**config.mk**
```make
export PLATFORM = sky130hd
export DESIGN_NAME = instr_mem_loader_flat
export DESIGN_NICKNAME = d
export VERILOG_FILES = /design/src/rtl/instr_mem_loader_pkg.sv /design/src/rtl/instr_mem_loader_if.sv /design/src/rtl/instr_mem_loader_word_asm.sv /design/src/rtl/instr_mem_loader.sv /design/src/flat_wrapper.sv
export SDC_FILE = /design/constraint.sdc
export NUM_CORES = 1
export LEC_CHECK = 0
export BUFFER_PORTS_ARGS = -buffer_cell sky130_fd_sc_hd__clkbuf_2
export CAP_MARGIN = 10
export CORE_UTILIZATION = 54
export DETAILED_ROUTE_END_ITERATION = 6
export PLACE_DENSITY = 0.74
export SLEW_MARGIN = 0
export SYNTH_ARGS = -nofsm -noshare
export SYNTH_HDL_FRONTEND = slang
export SYNTH_HIERARCHICAL = 1
export SYNTH_SLANG_ARGS = --single-unit
```
**constraint.sdc**
```tcl
create_clock -name clk -period 2.6 [get_ports clk]
set_clock_uncertainty 0.1 [all_clocks]
set_input_delay 0.26 -clock clk [delete_from_list [all_inputs] [get_ports clk]]
set_output_delay 0.26 -clock clk [all_outputs]
set_load 0.1 [all_outputs]
```
**src/rtl/instr_mem_loader_pkg.sv**
```systemverilog
// Shared loader types: FSM state encoding, bytes-per-word, and the length clamp.
// Purely declarative, so it adds no latency and no backpressure.
package instr_mem_loader_pkg;

  localparam int WORD_BYTES = 4;

  typedef enum logic [2:0] {
    ST_IDLE  = 3'd0,
    ST_RECV  = 3'd1,
    ST_WRITE = 3'd2,
    ST_CHECK = 3'd3,
    ST_DONE  = 3'd4
  } state_e;

  function automatic logic [15:0] clamp_len(input logic [15:0] len,
                                            input int unsigned max_words);
    logic [31:0] max_w;
    max_w = max_words;
    return ({16'h0, len} > max_w) ? max_w[15:0] : len;
  endfunction

endpackage

```
**src/rtl/instr_mem_loader_if.sv**
```systemverilog
// Byte-stream input (valid/ready) and instruction-memory word-write port of the loader.
// slave = loader side, master = host/testbench side; the host holds its byte while in_ready is 0.
interface instr_mem_loader_if;
  logic        in_valid;
  logic [7:0]  in_data;
  logic        in_ready;
  logic        mem_we;
  logic [31:0] mem_addr;
  logic [31:0] mem_wdata;

  modport slave  (input  in_valid, in_data, output in_ready, mem_we, mem_addr, mem_wdata);
  modport master (output in_valid, in_data, input  in_ready, mem_we, mem_addr, mem_wdata);
endinterface

```
**src/rtl/instr_mem_loader_word_asm.sv**
```systemverilog
// Little-endian byte-to-word assembler; word_nxt is the word including the byte being loaded.
// full flags the load that completes a word; no backpressure of its own (the parent gates load).
module loader_word_asm
  import instr_mem_loader_pkg::*;
(
  input  logic        clk,
  input  logic        rst,
  input  logic        clr,
  input  logic        load,
  input  logic [7:0]  byte_in,
  output logic [31:0] word_nxt,
  output logic        full
);

  logic [1:0]  idx_q, idx_d;
  logic [31:0] word_q, word_d;

  always_comb begin
    word_nxt = word_q;
    word_nxt[8*idx_q +: 8] = byte_in;
    full   = load && (idx_q == 2'(WORD_BYTES - 1));
    idx_d  = idx_q;
    word_d = word_q;
    if (clr) begin
      idx_d  = 2'd0;
      word_d = '0;
    end else if (load) begin
      // index wraps to 0 after the last byte, ready for the next word
      idx_d  = idx_q + 2'd1;
      word_d = full ? '0 : word_nxt;
    end
  end

  always_ff @(posedge clk) begin
    if (!rst) begin
      idx_q  <= 2'd0;
      word_q <= '0;
    end else begin
      idx_q  <= idx_d;
      word_q <= word_d;
    end
  end

endmodule

```
**src/rtl/instr_mem_loader.sv**
```systemverilog
// Byte-serial instruction-memory loader: start->RECV in 1 cycle, 4th byte->mem_we next cycle (5 cycles/word).
// in_ready only in RECV (and CHECK); optional trailer checksum under INSTR_LOADER_CHECKSUM_EN.
module instr_mem_loader
  import instr_mem_loader_pkg::*;
#(
  parameter logic [31:0] BASE_ADDR = 32'h0000_0000,
  parameter int unsigned MAX_WORDS = 256
) (
  input  logic                clk,
  input  logic                rst,
  input  logic                start,
  input  logic [15:0]         len_words,
  instr_mem_loader_if.slave   bus,
  output logic                cpu_hold,
  output logic                done,
  output logic                err
);

  state_e      state_q, state_d;
  logic [15:0] n_q, n_d;
  logic [15:0] cnt_q, cnt_d;
  logic [31:0] addr_q, addr_d;
  logic [31:0] wdata_q, wdata_d;
  logic [15:0] n_start;
  logic        in_ready_c, accept;
  logic        asm_clr, asm_load, asm_full;
  logic [31:0] asm_word;
`ifdef INSTR_LOADER_CHECKSUM_EN
  logic [7:0]  sum_q, sum_d;
  logic        err_q, err_d;
  localparam state_e ST_END = ST_CHECK;
`else
  localparam state_e ST_END = ST_DONE;
`endif

  loader_word_asm u_word_asm (
    .clk      (clk),
    .rst      (rst),
    .clr      (asm_clr),
    .load     (asm_load),
    .byte_in  (bus.in_data),
    .word_nxt (asm_word),
    .full     (asm_full)
  );

  always_comb begin
    state_d  = state_q;
    n_d      = n_q;
    cnt_d    = cnt_q;
    addr_d   = addr_q;
    wdata_d  = wdata_q;
    asm_clr  = 1'b0;
    n_start  = clamp_len(len_words, MAX_WORDS);
`ifdef INSTR_LOADER_CHECKSUM_EN
    sum_d      = sum_q;
    err_d      = err_q;
    in_ready_c = (state_q == ST_RECV) || (state_q == ST_CHECK);
`else
    in_ready_c = (state_q == ST_RECV);
`endif
    accept   = bus.in_valid && in_ready_c;
    asm_load = accept && (state_q == ST_RECV);

    case (state_q)
      ST_IDLE, ST_DONE: begin
        if (start) begin
          n_d     = n_start;
          cnt_d   = '0;
          asm_clr = 1'b1;
`ifdef INSTR_LOADER_CHECKSUM_EN
          sum_d   = '0;
          err_d   = 1'b0;
`endif
          state_d = (n_start == 16'd0) ? ST_END : ST_RECV;
        end
      end
      ST_RECV: begin
`ifdef INSTR_LOADER_CHECKSUM_EN
        if (accept) sum_d = sum_q + bus.in_data;
`endif
        // capture address and data now so they stay stable after the write
        if (asm_full) begin
          addr_d  = BASE_ADDR + {14'h0, cnt_q, 2'b00};
          wdata_d = asm_word;
          state_d = ST_WRITE;
        end
      end
      ST_WRITE: begin
        cnt_d   = cnt_q + 16'd1;
        state_d = (cnt_q + 16'd1 == n_q) ? ST_END : ST_RECV;
      end
`ifdef INSTR_LOADER_CHECKSUM_EN
      ST_CHECK: begin
        if (accept) begin
          err_d   = ((sum_q + bus.in_data) != 8'd0);
          state_d = ST_DONE;
        end
      end
`endif
      default: state_d = ST_IDLE;
    endcase
  end

  always_ff @(posedge clk) begin
    if (!rst) begin
      state_q <= ST_IDLE;
      n_q     <= '0;
      cnt_q   <= '0;
      addr_q  <= BASE_ADDR;
      wdata_q <= '0;
`ifdef INSTR_LOADER_CHECKSUM_EN
      sum_q   <= '0;
      err_q   <= 1'b0;
`endif
    end else begin
      state_q <= state_d;
      n_q     <= n_d;
      cnt_q   <= cnt_d;
      addr_q  <= addr_d;
      wdata_q <= wdata_d;
`ifdef INSTR_LOADER_CHECKSUM_EN
      sum_q   <= sum_d;
      err_q   <= err_d;
`endif
    end
  end

  assign bus.in_ready  = in_ready_c;
  assign bus.mem_we    = (state_q == ST_WRITE);
  assign bus.mem_addr  = addr_q;
  assign bus.mem_wdata = wdata_q;
  assign cpu_hold      = (state_q == ST_RECV) || (state_q == ST_WRITE) || (state_q == ST_CHECK);
  assign done          = (state_q == ST_DONE);
`ifdef INSTR_LOADER_CHECKSUM_EN
  assign err = err_q;
`else
  assign err = 1'b0;
`endif

endmodule

```
**src/flat_wrapper.sv**
```systemverilog
// flat-port wrapper written by rule: the top's interface ports become plain ports
module instr_mem_loader_flat import instr_mem_loader_pkg::*;
#(
  parameter logic [31:0] BASE_ADDR = 32'h0000_0000,
  parameter int unsigned MAX_WORDS = 256
)
  (clk, rst, start, len_words, cpu_hold, done, err, bus_in_valid, bus_in_data, bus_in_ready, bus_mem_we, bus_mem_addr, bus_mem_wdata);
  instr_mem_loader_if bus_i ();
  input  logic clk;
  input  logic rst;
  input  logic start;
  input  logic [15:0] len_words;
  output logic cpu_hold;
  output logic done;
  output logic err;
  input wire logic [$bits(bus_i.in_valid)-1:0] bus_in_valid;
  input wire logic [$bits(bus_i.in_data)-1:0] bus_in_data;
  output wire logic [$bits(bus_i.in_ready)-1:0] bus_in_ready;
  output wire logic [$bits(bus_i.mem_we)-1:0] bus_mem_we;
  output wire logic [$bits(bus_i.mem_addr)-1:0] bus_mem_addr;
  output wire logic [$bits(bus_i.mem_wdata)-1:0] bus_mem_wdata;
  assign bus_i.in_valid = bus_in_valid;
  assign bus_i.in_data = bus_in_data;
  assign bus_in_ready = bus_i.in_ready;
  assign bus_mem_we = bus_i.mem_we;
  assign bus_mem_addr = bus_i.mem_addr;
  assign bus_mem_wdata = bus_i.mem_wdata;
  instr_mem_loader #(.BASE_ADDR(BASE_ADDR), .MAX_WORDS(MAX_WORDS)) u_core (.clk(clk), .rst(rst), .start(start), .len_words(len_words), .bus(bus_i), .cpu_hold(cpu_hold), .done(done), .err(err));
endmodule
```
Word level (Yosys, flattened, before mapping) --
Index checks and enable logic that the tools add are counted.
Cells by class: $add $sub $neg 3, order comparisons 1, eq/ne operators 8, shift-type cells 2, multiplexer cells 12, bitwise gates (word level) 1, reduce and logical (&&, ||, !) cells 14
Operators with widths (count):
- negation 5 -> 34 bit | 1
- variable shift 8 x 34 -> 32 bit, first input constant | 1
- indexed part select 8 x 34 -> 32 bit | 1
- bitwise mux 32 bit | 1
- 2-to-1 mux 16 bit | 2
- 2-to-1 mux 32 bit | 1
- case mux 16 bit (2 select lines) | 1
- adder 16 x 1 -> 16 bit, second input constant | 1
- equality test 16 bit | 1
- greater-than comparator 16 x 9 -> 1 bit, second input constant | 1
- logical NOT 16 bit | 1
- 2-to-1 mux 3 bit | 4
- case mux 3 bit (3 select lines) | 1
- AND reduction 2 bit | 4
- equality test 3 x 2 -> 1 bit, second input constant | 2
- OR reduction 2 bit | 2
- equality test 3 x 1 -> 1 bit, second input constant | 1
- equality test 3 bit, second input constant | 1
- logical AND 1 bit | 3
- logical NOT 3 bit | 1
- adder 2 x 1 -> 2 bit, second input constant | 1
- equality test 2 bit, second input constant | 1
- logical OR 1 bit | 2
- 2-to-1 mux 1 bit | 2
- other kinds (4) | 4
Word-level totals: flip-flop bits (word level) 117, input port bits 28, output and inout port bits 69, word-level logic and storage cells 48

Logic depth before layout (Yosys ltp) --
word-level depth 6, depth in mapped cells 9, mapped depth without buffers 7

By module --
Netlist, hierarchy kept.
Modules (own cells, without submodules):
- instr_mem_loader | times used 1, cells each 491, area each 3799.9 um^2, seq. area each 1661.6 um^2
- loader_word_asm | times used 1, cells each 169, area each 1611.5 um^2, seq. area each 680.7 um^2

Worst setup path after synthesis --
No wires, ideal clock.
path kind reg2reg, start register u_core.state_q[0], end register u_core.addr_q[7], in the netlist u_core/bus.mem_addr[7], library setup time 0.070 ns, data arrival time 4.316 ns, required time 2.430 ns, path slack -1.886 ns, stages on the path, launching flop included 10, path buffers 3, period minus slack after synthesis 4.486 ns, path through dfxtp_1 nor3b_1 and2_1 buf_2 and2_1 and2_1 clkbuf_1 buf_1 nand2_1 a21oi_1
Between the ends: word-level cells in the longest chain between the ends 5
Ends and longest elaborated chain:
- from (decl) | line instr_mem_loader.sv:19 | state_e state_q, state_d;
- from (signal assigned) | line instr_mem_loader.sv:116 | state_q <= state_d;
- equality test 3 x 1 -> 1 bit (*) | line instr_mem_loader.sv:59 | in_ready_c = (state_q == ST_RECV);
- net bus_in_ready | line flat_wrapper.sv:18 | output wire logic [$bits(bus_i.in_ready)-1:0] bus_in_ready;
- logical AND 1 bit | line instr_mem_loader.sv:61 | accept = bus.in_valid && in_ready_c;
- logical AND 1 bit (*) | line instr_mem_loader.sv:62 | asm_load = accept && (state_q == ST_RECV);
- net u_core.asm_load | line instr_mem_loader.sv:26 | logic asm_clr, asm_load, asm_full;
- logical AND 1 bit (*) | line instr_mem_loader_word_asm.sv:21 | full = load && (idx_q == 2'(WORD_BYTES - 1));
- net u_core.asm_full | line instr_mem_loader.sv:26
- AND reduction 2 bit (no source line) (*)
- to (signal assigned) | line instr_mem_loader.sv:119 | addr_q <= addr_d;
- to (decl) | line instr_mem_loader.sv:22 | logic [31:0] addr_q, addr_d;
Mark *: on every way through the listed nets, which the timed path passes. The rest lies on a longest branch. A chain may end at the register's enable or synchronous reset.

Final worst setup path --
start register u_core.cnt_q[1], end register u_core.state_q[0]
Between the ends: word-level cells in the longest chain between the ends 4
Ends and longest elaborated chain:
- from (decl) | line instr_mem_loader.sv:21 | logic [15:0] cnt_q, cnt_d;
- from (signal assigned) | line instr_mem_loader.sv:118 | cnt_q <= cnt_d;
- adder 16 x 1 -> 16 bit | line instr_mem_loader.sv:90 | state_d = (cnt_q + 16'd1 == n_q) ? ST_END : ST_RECV;
- equality test 16 bit | line instr_mem_loader.sv:90
- 2-to-1 mux 3 bit | line instr_mem_loader.sv:90
- case mux 3 bit (3 select lines) | line instr_mem_loader.sv:64 | case (state_q)
Every way passes these cells.

==> results.md <==
Yosys:
- The count of yosys warnings during synthesis is 6.
- The cell area that synthesis handed to floorplanning was 0.00541 sq mm.
- After synthesis, the largest area contributor takes up 43.3% of total cell area.
- The instance count of the mapped netlist is 660.
- Counting flops with an async set or reset pin after synthesis yields a share of 0%.
- The number of register bits inferred by synthesis is 117.
- Yosys attributes the largest share of cell area to sky130_fd_sc_hd__dfxtp_1, sky130_fd_sc_hd__nand2_1, sky130_fd_sc_hd__a21oi_1.
- The count of different cell masters after synthesis is 58.
- The primary flip-flop cell chosen by synthesis mapping is sky130_fd_sc_hd__dfxtp_1.
- In the post-synthesis netlist, the cell with the most instances is sky130_fd_sc_hd__nand2_1.
- After synthesis, the most frequently instantiated cells are sky130_fd_sc_hd__nand2_1, sky130_fd_sc_hd__dfxtp_1, sky130_fd_sc_hd__a21oi_1.
- The synthesized area per cell is 8.20 sq um.
- Summing the sequential cell areas from Yosys gives 43.3% of the chip area.
- In this run, synthesis inferred 0 flip-flops with an integrated enable.
- The biggest area contributor in the post-synthesis netlist is sky130_fd_sc_hd__dfxtp_1.

Setup path:
- The type of the worst setup path is flip-flop to flip-flop.
- The critical path crosses 7 cells after its start point.
- The largest individual stage delay along the critical path comes from the cell sky130_fd_sc_hd__or4_1.
- The combined buffer and inverter count along the critical path is 1.
- STA classifies the critical path startpoint as a flip-flop.
- The largest fanout on the critical path is 8.
- Walking the worst path, the cells encountered are nand2_1, buf_4, or4_1, xnor2_1, o211ai_1, a2111oi_1, a21oi_1.
- The end of the critical path is u_core/state_q[0]$_SDFFE_PN0P_.
- In this run the critical register-to-register path is launched from u_core/cnt_q[1]$_SDFFE_PN0P_.
- The data arrival time at the worst-slack endpoint is 2.70 ns.
- The worst setup path is captured at a flip-flop.
- The cell family with the largest share of critical-path delay is compound AO/OA/AOI/OAI gates.
- The critical path data required time is 2.87 ns.
- The register-to-register path setup slack is 0.17 ns.
- The worst reg2reg path depth is 7.
- The endpoint identified for the worst register-to-register timing path is u_core/state_q[0]$_SDFFE_PN0P_.
- The worst setup path startpoint is u_core/cnt_q[1]$_SDFFE_PN0P_.
- The worst stage delay on the critical path is 0.55 ns.

Clocking:
- The tree is rooted in a sky130_fd_sc_hd__clkbuf_8.
- TritonCTS built the clock tree.
- The register clock-pin slew on the reported worst setup and hold paths is 0.05 ns.
- The number of CTS-inserted buffers is 17.
- The total number of H-tree levels is 4.
- No sink is reached through more buffers than the 2 on the longest clock path.
- At the later pin of the worst-skew pair, clock insertion delay measures 0.51 ns.
- The number of clock sinks is 117.

Global routing:
- The via count of the first global-routing pass is 4,529.
- For this run the aggregate overflow at the end of global routing stands at 0.
- The number of antenna violations at the first check in global routing is 0.
- The first-pass GRT wire length is 22,400 um.
- The total global routing track utilization is 28.2%.
- The maximum number of pins on one net before global-route repair is 41.

Die:
- The die is 102 um wide.
- The floorplan die height is 102 um.
- The floorplan core area is 0.00973 sq mm.
- The effective utilization at floorplan is 55.6%.
- The top-level I/O count is 97.
- The die area is 0.0104 sq mm.
- The floorplan has 36 rows.

Final layout:
- Once layout is done, the placed cells without fillers occupy 0.00668 sq mm.
- The fraction of layout instances using a drive strength above 1 is 20.3%.
- The final non-filler cell total is 900.
- The antenna diode count is 0.
- Counting the fill cells in the layout gives 809.
- The final layout net count is 790.
- The core utilization of the finished layout is 68.6%.
- Relative to the synthesized area, the layout overhead comes to 23.4%.

STA:
- The headroom to the max-slew limit is 60.1%.
- In the final timing run, aggregate negative setup slack is 0 ns.
- Setup violations remaining at the end of the flow were counted as 0.
- Setup repair after global routing left no endpoint under its margin.
- The number of hold violations in the final report came to 0.
- The slew at the pin closest to its max-slew limit is 0.595 ns.
- Hold is met by 0.0278 ns.
- The number of pins with negative max-slew slack in the final report is 0.
- Timing would allow up to 0.411 GHz.
- The final critical path takes up 93.5% of the cycle.
- The final period demand of the worst path is 2.43 ns.

Route:
- In the routed layout, each cell is associated on average with a via count of 5.66.
- Detailed routing inserted a total of 5,098 vias.
- The number of nets with antenna violations after routing is 0.
- Dividing the detail-routed wire length by the instance count gives 15.8 um.
- The length of the first detailed-routing pass in iterations is 5.
- After detailed routing, the number of remaining DRC violations is 0.
- After the first detailed-routing iteration, the DRC count stood at 338.
- Summed over all layers, the routed wires come to 14,200 um.

Pwr:
- Across the VDD grid, the largest voltage drop is 405 uV.
- The leakage power is 2.66 nW.
- Power spread over the standard cell area amounts to 667 mW/mm^2.

Placed design:
- The total placed instance area is 0.00598 sq mm.
- The placed cell count is 859.
- The count of buffers added on input and output ports is 79.
- The half-perimeter wire length of the detailed placement result is 9770 um.
- At the end of routability-driven placement, the weighted congestion stood at 0.956.

Run status:
- The run finished with clean final reports.

Run:
- The max-capacitance violation count is 0.

Min path:
- The min-delay analysis places its worst path in the category primary input to flip-flop.
- The hold-critical path depth is 2.
logic make-up (layout without fill, tap and decap cells):
| family | count (synthesis) | after routing | share of synthesized area, % |
|---|---|---|---|
| AND/OR/NAND/NOR | 256 | 256 | 22.9 |
| XOR/XNOR | 17 | 17 | 2.75 |
| other | 1 | 17 | 0.0693 |
| flip-flops | 117 | 117 | 43.3 |
| multiplexers | 6 | 6 | 1.11 |
| AO/OA/AOI/OAI | 176 | 176 | 21.5 |
| buffers and inverters | 81 | 172 | 7.01 |
| adder cells (fa/ha/maj) | 6 | 6 | 1.39 |
state kept, by name (all words and copies together) (netlist names):
signal,count
u_core/state_q,3
u_core/n_q,16
u_core/u_word_asm/word_q,32
u_core/u_word_asm/idx_q,2
u_core/bus.mem_addr,16
u_core/cnt_q,16
u_core/bus.mem_wdata,32
worst min-delay path by stage:
stage	slack, ns	end	startpoint
detailed placement	0.34	u_core/u_word_asm/word_q[26]$_SDFFE_PP0P_	u_core/u_word_asm/word_q[26]$_SDFFE_PP0P_
finish	0.03	u_core/u_word_asm/word_q[13]$_SDFFE_PP0P_	bus_in_data[5]
global placement	0.34	u_core/u_word_asm/word_q[26]$_SDFFE_PP0P_	u_core/u_word_asm/word_q[26]$_SDFFE_PP0P_
global route	0.02	u_core/u_word_asm/word_q[20]$_SDFFE_PP0P_	bus_in_data[4]
CTS	0.000009	u_core/u_word_asm/word_q[12]$_SDFFE_PP0P_	bus_in_data[4]
floorplan	0.29	u_core/u_word_asm/word_q[11]$_SDFFE_PP0P_	bus_in_data[3]
placed cells by master (no fill, tap or decap), types with 3 or more instances in the layout:
master and instances:
sky130_fd_sc_hd__xnor2_1 12, sky130_fd_sc_hd__ha_1 5, sky130_fd_sc_hd__buf_4 29, sky130_fd_sc_hd__a311oi_1 5, sky130_fd_sc_hd__nand3_1 8, sky130_fd_sc_hd__a22oi_1 9
sky130_fd_sc_hd__xor2_1 5, sky130_fd_sc_hd__nand4_1 3, sky130_fd_sc_hd__mux2i_1 6, sky130_fd_sc_hd__clkbuf_1 3, sky130_fd_sc_hd__nand2_1 126, sky130_fd_sc_hd__bufinv_16 4
sky130_fd_sc_hd__o21ai_0 22, sky130_fd_sc_hd__nor2_1 44, sky130_fd_sc_hd__a32oi_1 9, sky130_fd_sc_hd__clkinv_2 4, sky130_fd_sc_hd__a22o_1 37, sky130_fd_sc_hd__nor4_1 9
sky130_fd_sc_hd__o21a_1 3, sky130_fd_sc_hd__conb_1 17, sky130_fd_sc_hd__o211ai_1 3, sky130_fd_sc_hd__and3_1 10, sky130_fd_sc_hd__clkbuf_16 16, sky130_fd_sc_hd__a21oi_1 69
sky130_fd_sc_hd__dfxtp_1 115, sky130_fd_sc_hd__o22ai_1 4, sky130_fd_sc_hd__a31oi_1 4, sky130_fd_sc_hd__nor3_1 12, sky130_fd_sc_hd__nand2b_1 3, sky130_fd_sc_hd__nor2b_1 4
sky130_fd_sc_hd__clkbuf_2 79, sky130_fd_sc_hd__and2_1 10, sky130_fd_sc_hd__dlygate4sd3_1 11, sky130_fd_sc_hd__inv_1 21
report_power, final:
part / total [mW] / switching [mW] / internal (mW)
sequential: 1.81 / 0.00694 / 1.80
clock: 2.32 / 0.781 / 1.54
combinational: 0.324 / 0.256 / 0.0679
total: 4.45 / 1.04 / 3.41
per-layer routing:
metal	track usage (%)	routed length [um]	up-vias
met5	0	0	-
met4	13.8	217	0
met3	5.06	993	18
met2	41.5	6320	233
met1	39.6	6660	2363
li1	-	-	2484
per-stage QoR:
step                total power, mW  setup slack (ns)
floorplan                      2.10            0.0117
global placement               2.15             0.184
detailed placement             2.15             0.124
CTS                            4.48            0.0909
global route                   4.60            0.0284
finish                         4.45             0.168
layout make-up:
class | count | area (sq um) | share of cell area, %
Timing Repair Buffer | 119 | 723 | 10.8
Clock buffer | 20 | 425 | 6.37
Tap cell | 133 | 166 | 2.49
Sequential cell | 117 | 2340 | 35.1
Inverter | 23 | 86.3 | 1.29
Multi-Input combinational cell | 478 | 2780 | 41.6
Clock inverter | 10 | 158 | 2.36
repair_timing:
action	CTS	global route
resized for setup	0	3
hold buffers	11	0
hold endpoints to repair	11	0
setup endpoints to repair	0	1
buffers inserted	0	0
(Power assumes the default switching activity.)
